===== config.mk =====
export PLATFORM = sky130hd
export DESIGN_NAME = ride_dispatcher
export DESIGN_NICKNAME = d
export VERILOG_FILES = /design/src/rtl/ride_dispatcher.sv
export SDC_FILE = /design/constraint.sdc
export NUM_CORES = 1
export LEC_CHECK = 0
export ABC_AREA = 1
export BUFFER_PORTS_ARGS = -buffer_cell sky130_fd_sc_hd__clkbuf_2
export CAP_MARGIN = 40
export CELL_PAD_IN_SITES_DETAIL_PLACEMENT = 1
export CELL_PAD_IN_SITES_GLOBAL_PLACEMENT = 1
export CORE_MARGIN = 5
export CORE_UTILIZATION = 32
export CTS_CLUSTER_DIAMETER = 200
export DETAILED_ROUTE_END_ITERATION = 10
export GPL_TIMING_DRIVEN = 1
export PLACE_DENSITY = 0.65
export SLEW_MARGIN = 0
export SYNTH_ARGS = -nofsm -noshare
export SYNTH_HDL_FRONTEND = slang
export SYNTH_SLANG_ARGS = --single-unit

===== constraint.sdc =====
create_clock -name CLOCK_50 -period 4.4 [get_ports CLOCK_50]
set_clock_uncertainty 0.1 [all_clocks]
set_input_delay 0.88 -clock CLOCK_50 [delete_from_list [all_inputs] [get_ports CLOCK_50]]
set_output_delay 0.88 -clock CLOCK_50 [all_outputs]
set_load 0.01 [all_outputs]

===== src/rtl/ride_dispatcher.sv =====
// rtl/ride_dispatcher.sv - ride-side consumer: batch request, LOAD/RUN/UNLOAD sequencing, 7-seg status
// Optional emergency stop input enabled by defining RIDE_ESTOP_EN.
module ride_dispatcher #(
  parameter int CAPACITY     = 8,
  parameter int CNT_W        = 5,
  parameter int LOAD_TICKS   = 2,
  parameter int RIDE_TICKS   = 5,
  parameter int UNLOAD_TICKS = 2
) (
  input  logic             CLOCK_50,
  input  logic             RESET,
  input  logic             tick,
  input  logic             start_btn,
  input  logic [CNT_W-1:0] queue_count,
  input  logic             take_ack,
`ifdef RIDE_ESTOP_EN
  input  logic             estop,
`endif
  output logic             take_req,
  output logic             reject,
  output logic [3:0]       riders,
  output logic             busy,
  output logic [0:6]       HEX4,
  output logic [0:6]       HEX5
);

  localparam int TMR_MAX = (RIDE_TICKS > LOAD_TICKS) ?
                           ((RIDE_TICKS > UNLOAD_TICKS) ? RIDE_TICKS : UNLOAD_TICKS) :
                           ((LOAD_TICKS > UNLOAD_TICKS) ? LOAD_TICKS : UNLOAD_TICKS);
  localparam int TMR_W   = (TMR_MAX > 1) ? $clog2(TMR_MAX) : 1;

  typedef enum logic [2:0] {
    IDLE   = 3'd0,
    REQ    = 3'd1,
    LOAD   = 3'd2,
    RUN    = 3'd3,
    UNLOAD = 3'd4
  } state_t;

  state_t           state_q, state_d;
  logic [TMR_W-1:0] timer_q, timer_d;
  logic [3:0]       riders_q, riders_d;
  logic [3:0]       count_q, count_d;
  logic             reject_q, reject_d;
  logic             start_prev_q;
  logic             start_edge;
  logic             estop_w;
  logic             legal;
  logic             ride_phase;

`ifdef RIDE_ESTOP_EN
  assign estop_w = estop;
`else
  assign estop_w = 1'b0;
`endif

  function automatic logic [0:6] seg7(input logic [3:0] d);
    logic [0:6] s;
    case (d)
      4'd0:    s = 7'b000_0001;
      4'd1:    s = 7'b100_1111;
      4'd2:    s = 7'b001_0010;
      4'd3:    s = 7'b000_0110;
      4'd4:    s = 7'b100_1100;
      4'd5:    s = 7'b010_0100;
      4'd6:    s = 7'b010_0000;
      4'd7:    s = 7'b000_1111;
      4'd8:    s = 7'b000_0000;
      4'd9:    s = 7'b000_1100;
      default: s = 7'b111_1111;
    endcase
    return s;
  endfunction

  assign start_edge = start_btn & ~start_prev_q;

  always_comb begin
    state_d  = state_q;
    timer_d  = timer_q;
    riders_d = riders_q;
    count_d  = count_q;
    reject_d = 1'b0;
    case (state_q)
      IDLE: begin
        if (start_edge && !estop_w) begin
          if (queue_count >= CNT_W'(CAPACITY)) state_d = REQ;
          else                                 reject_d = 1'b1;
        end
      end
      REQ: begin
        // A simultaneous ack beats the count dropping below a batch.
        if (take_ack && !estop_w) begin
          state_d  = LOAD;
          riders_d = 4'(CAPACITY);
        end else if (queue_count < CNT_W'(CAPACITY)) begin
          state_d = IDLE;
        end
      end
      LOAD: begin
        if (tick && !estop_w) begin
          if (timer_q == TMR_W'(LOAD_TICKS - 1)) begin
            state_d = RUN;
            count_d = (count_q >= 4'd9) ? 4'd0 : count_q + 4'd1;
          end else begin
            timer_d = timer_q + 1'b1;
          end
        end
      end
      RUN: begin
        if (tick && !estop_w) begin
          if (timer_q == TMR_W'(RIDE_TICKS - 1)) state_d = UNLOAD;
          else                                   timer_d = timer_q + 1'b1;
        end
      end
      UNLOAD: begin
        if (tick && !estop_w) begin
          if (timer_q == TMR_W'(UNLOAD_TICKS - 1)) begin
            state_d  = IDLE;
            riders_d = 4'd0;
          end else begin
            timer_d = timer_q + 1'b1;
          end
        end
      end
      default: begin
        state_d  = IDLE;
        riders_d = 4'd0;
      end
    endcase
    if (state_d != state_q) timer_d = '0;
  end

  always_ff @(posedge CLOCK_50 or posedge RESET) begin
    if (RESET) begin
      state_q      <= IDLE;
      timer_q      <= '0;
      riders_q     <= 4'd0;
      count_q      <= 4'd0;
      reject_q     <= 1'b0;
      start_prev_q <= 1'b0;
    end else begin
      state_q      <= state_d;
      timer_q      <= timer_d;
      riders_q     <= riders_d;
      count_q      <= count_d;
      reject_q     <= reject_d;
      start_prev_q <= start_btn;
    end
  end

  always_comb begin
    legal      = (state_q == IDLE) || (state_q == REQ) || (state_q == LOAD) ||
                 (state_q == RUN)  || (state_q == UNLOAD);
    ride_phase = (state_q == LOAD) || (state_q == RUN) || (state_q == UNLOAD);
    if (!legal)                      HEX4 = 7'b111_1111;
    else if (ride_phase && estop_w)  HEX4 = 7'b000_0000;
    else                             HEX4 = seg7({1'b0, state_q});
    HEX5 = legal ? seg7(count_q) : 7'b111_1111;
  end

  assign take_req = (state_q == REQ) && !estop_w;
  assign reject   = reject_q;
  assign riders   = riders_q;
  assign busy     = (state_q != IDLE);

endmodule


==> results.tsv <==
metric	value	unit
outcome	finished clean	
routed wire length	3270	um
Starting Density	0.336	
kind of cell adding the most delay to the critical path	buffers and inverters	
Int Power	459	uW
FFs w/ async S/R, synth	1.00	
# rows	22	
final net count	218	
Comb power frac	0.679	
Setup TNS	0	ns
Max-Cap Viols	0	
area grow syn2layout	15.5	%
RSZ-0062 raised after global routing	false	
1st-iter DRT viols	50	
top cells by area, synth	dfrtp_1 26%, ha_1 12%, nand2_1 12%	
Syn Inst Count	170	
WL/cell	13.5	um
I/O pin total	31	
overall die width	72.7	um
CTS resizes	0	
top cells by count, synth	40 x nand2_1, 24 x inv_1, 16 x o21ai_0	
crit-path max FO	7	
first-pass GRT wire length	5710	um
clk sinks	13	
Final HPWL DP	2760	um
Max Buffers Root-to-Sink	2	
Buffers & Inverters on Critical Path	5	
worst-path cell chain	inv_1, ha_1, inv_1, nor2_2, inv_1, nand3_2, nand2_1, inv_1, o21ai_0, clkbuf_2	
ys flop type	dfrtp_1	
GRT overflow	0	
R2R depth	12	
Post-CTS Setup Inserts	0	
sequential share of power	0.210	
Tmin final	3.04	ns
Slew HR	0.636	
Placed Instances	239	
Clock Latency Late Sink	0.24	ns
largest net degree at the start of global routing	14	
DRC viols	0	
Initial DRT Pass Iterations	4	
startpoint types	register	
WHS Path Cells	1	
Sw Pwr	524	uW
Yosys top cell area share	0.258	
# diodes	0	
CP Capture Type	primary output	
Yosys top cell by area	dfrtp_1	
Mapped Area	0.00126	mm^2
Mean Syn Cell Area	7.40	um^2
slowest stage delay, CP	0.45	ns
Arr. time, crit path	2.06	ns
CP Class	register to primary output	
initial antenna violation count	0	
vias in the first global route	1245	
final setup fails	0	
Netlist cell types	34	
Die H	72.7	um
register area share after synthesis	0.258	
root buffer cell	clkbuf_8	
Ys Warns	0	
crit share post-route	0.690	
Final Hold Fails	0	
die area	0.00529	mm^2
Worst-Margin Slew	0.546	ns
EDFF count, synth	0	
IO buf count	24	
fin cells	243	
cts hold-fix bufs	0	
register bit total from synthesis	13	
Min-Delay Path Class	register to register	
final hold slack	0.344	ns
LEAKAGE	0.000762	uW
Clk pwr share	0.111	
VDD IR max	188	uV
# H-tree levels	1	
max-slew violations	0	
total track usage	0.135	
top-count cell post-synth	nand2_1	
slowest CP cell	dfrtp_1	
switching share of power	0.533	
layout cell share with drive strength beyond 1	0.267	
CP most frequent cell	inv_1	
Num CTS Buffers	3	
core area	0.00374	mm^2
clk slew on worst S/H paths	0.06	ns
Vias	1167	
pwr dens	676	mW/mm^2
Worst EP required	3.42	ns
CTS tree	built	
Routed Antenna Nets	0	
Fmax	0.329	GHz
Worst path depth	10	
gp weighted congestion	0.768	
detailed-route vias per instance	4.80	
==> registers in the layout (all words and copies together), names as in the netlist <==
signal        flops
timer_q           3
count_q           4
riders            1
state_q           3
start_prev_q      1
reject            1
==> cell usage in the layout, fill, tap and decap left out, types with 3 or more instances in the layout <==
cell,count
a21oi_1,6
clkbuf_2,24
clkbuf_8,3
conb_1,3
dfrtp_1,13
ha_1,12
inv_1,24
nand2_1,40
nand2_2,4
nand2_4,3
nand3_1,11
nand3_2,4
nand4_1,3
nor2_1,8
nor3_2,3
o21ai_0,16
==> final timing paths <==
kind / start / end / slack, ns
worst min-delay path: start_prev_q$_DFF_PP0_ / reject$_DFF_PP0_ / 0.34
min in group asynchronous: RESET / timer_q[1]$_DFFE_PP0P_ / 0.55
worst max-delay path: state_q[1]$_DFF_PP0_ / HEX5[0] / 1.36
worst min register to register: start_prev_q$_DFF_PP0_ / reject$_DFF_PP0_ / 0.34
max in group asynchronous: RESET / state_q[2]$_DFF_PP0_ / 3.29
worst max register to register: state_q[0]$_DFF_PP0_ / timer_q[0]$_DFFE_PP0P_ / 2.38
==> power by group through the flow <==
stage / Combinational (uW) / Sequential (uW) / Clock, uW
2_1_floorplan: 469 / 189 / 0
3_3_place_gp: 656 / 206 / 0
3_5_place_dp: 680 / 207 / 0
4_1_cts: 683 / 205 / 112
5_1_grt: 756 / 215 / 121
6_report: 667 / 206 / 109
==> final cells by class <==
cell class,instances,area (um^2)
Sequential cell,13,325
Inverter,28,120
Timing Repair Buffer,24,120
Fill cell,512,2290
Tap cell,48,60.1
Multi-Input combinational cell,126,783
Clock buffer,4,45.0
==> per-stage QoR <==
step / instance area [um^2] / setup WS, ns / util / total power [uW]
after floorplan: 1270 / 1.92 / - / 657
after global placement: 1410 / 1.69 / 0.376 / 861
after detailed placement: 1410 / 1.61 / 0.376 / 887
after CTS: 1450 / 1.34 / 0.388 / 1000
after global routing: 1450 / 1.14 / 0.388 / 1090
final: 1450 / 1.36 / 0.388 / 982
==> layer usage <==
layer,GRT usage,part of all wire,up-vias
li1,-,-,592
met1,0.171,0.47,553
met2,0.234,0.48,20
met3,0.0275,0.043,2
met4,0.0307,0.0052,0
met5,0,0,-
==> worst reg2reg max path: cells and delay by family, from the launching register on <==
kind          cells  cell delay, ns
simple gates      8            0.71
flops             1            0.47
fa+ha+maj         1            0.33
buf+inv           3            0.31
==> kinds of logic after synthesis <==
group                    after synthesis  share of synthesized area
AO/OA/AOI/OAI                         27                      0.124
XOR/XNOR                               1                    0.00696
buffers and inverters                 33                      0.125
other                                  1                    0.00298
adder cells (fa/ha/maj)               12                      0.119
AND/OR/NAND/NOR                       83                      0.363
flip-flops                            13                      0.258
Power figures use the tool's default switching activity.
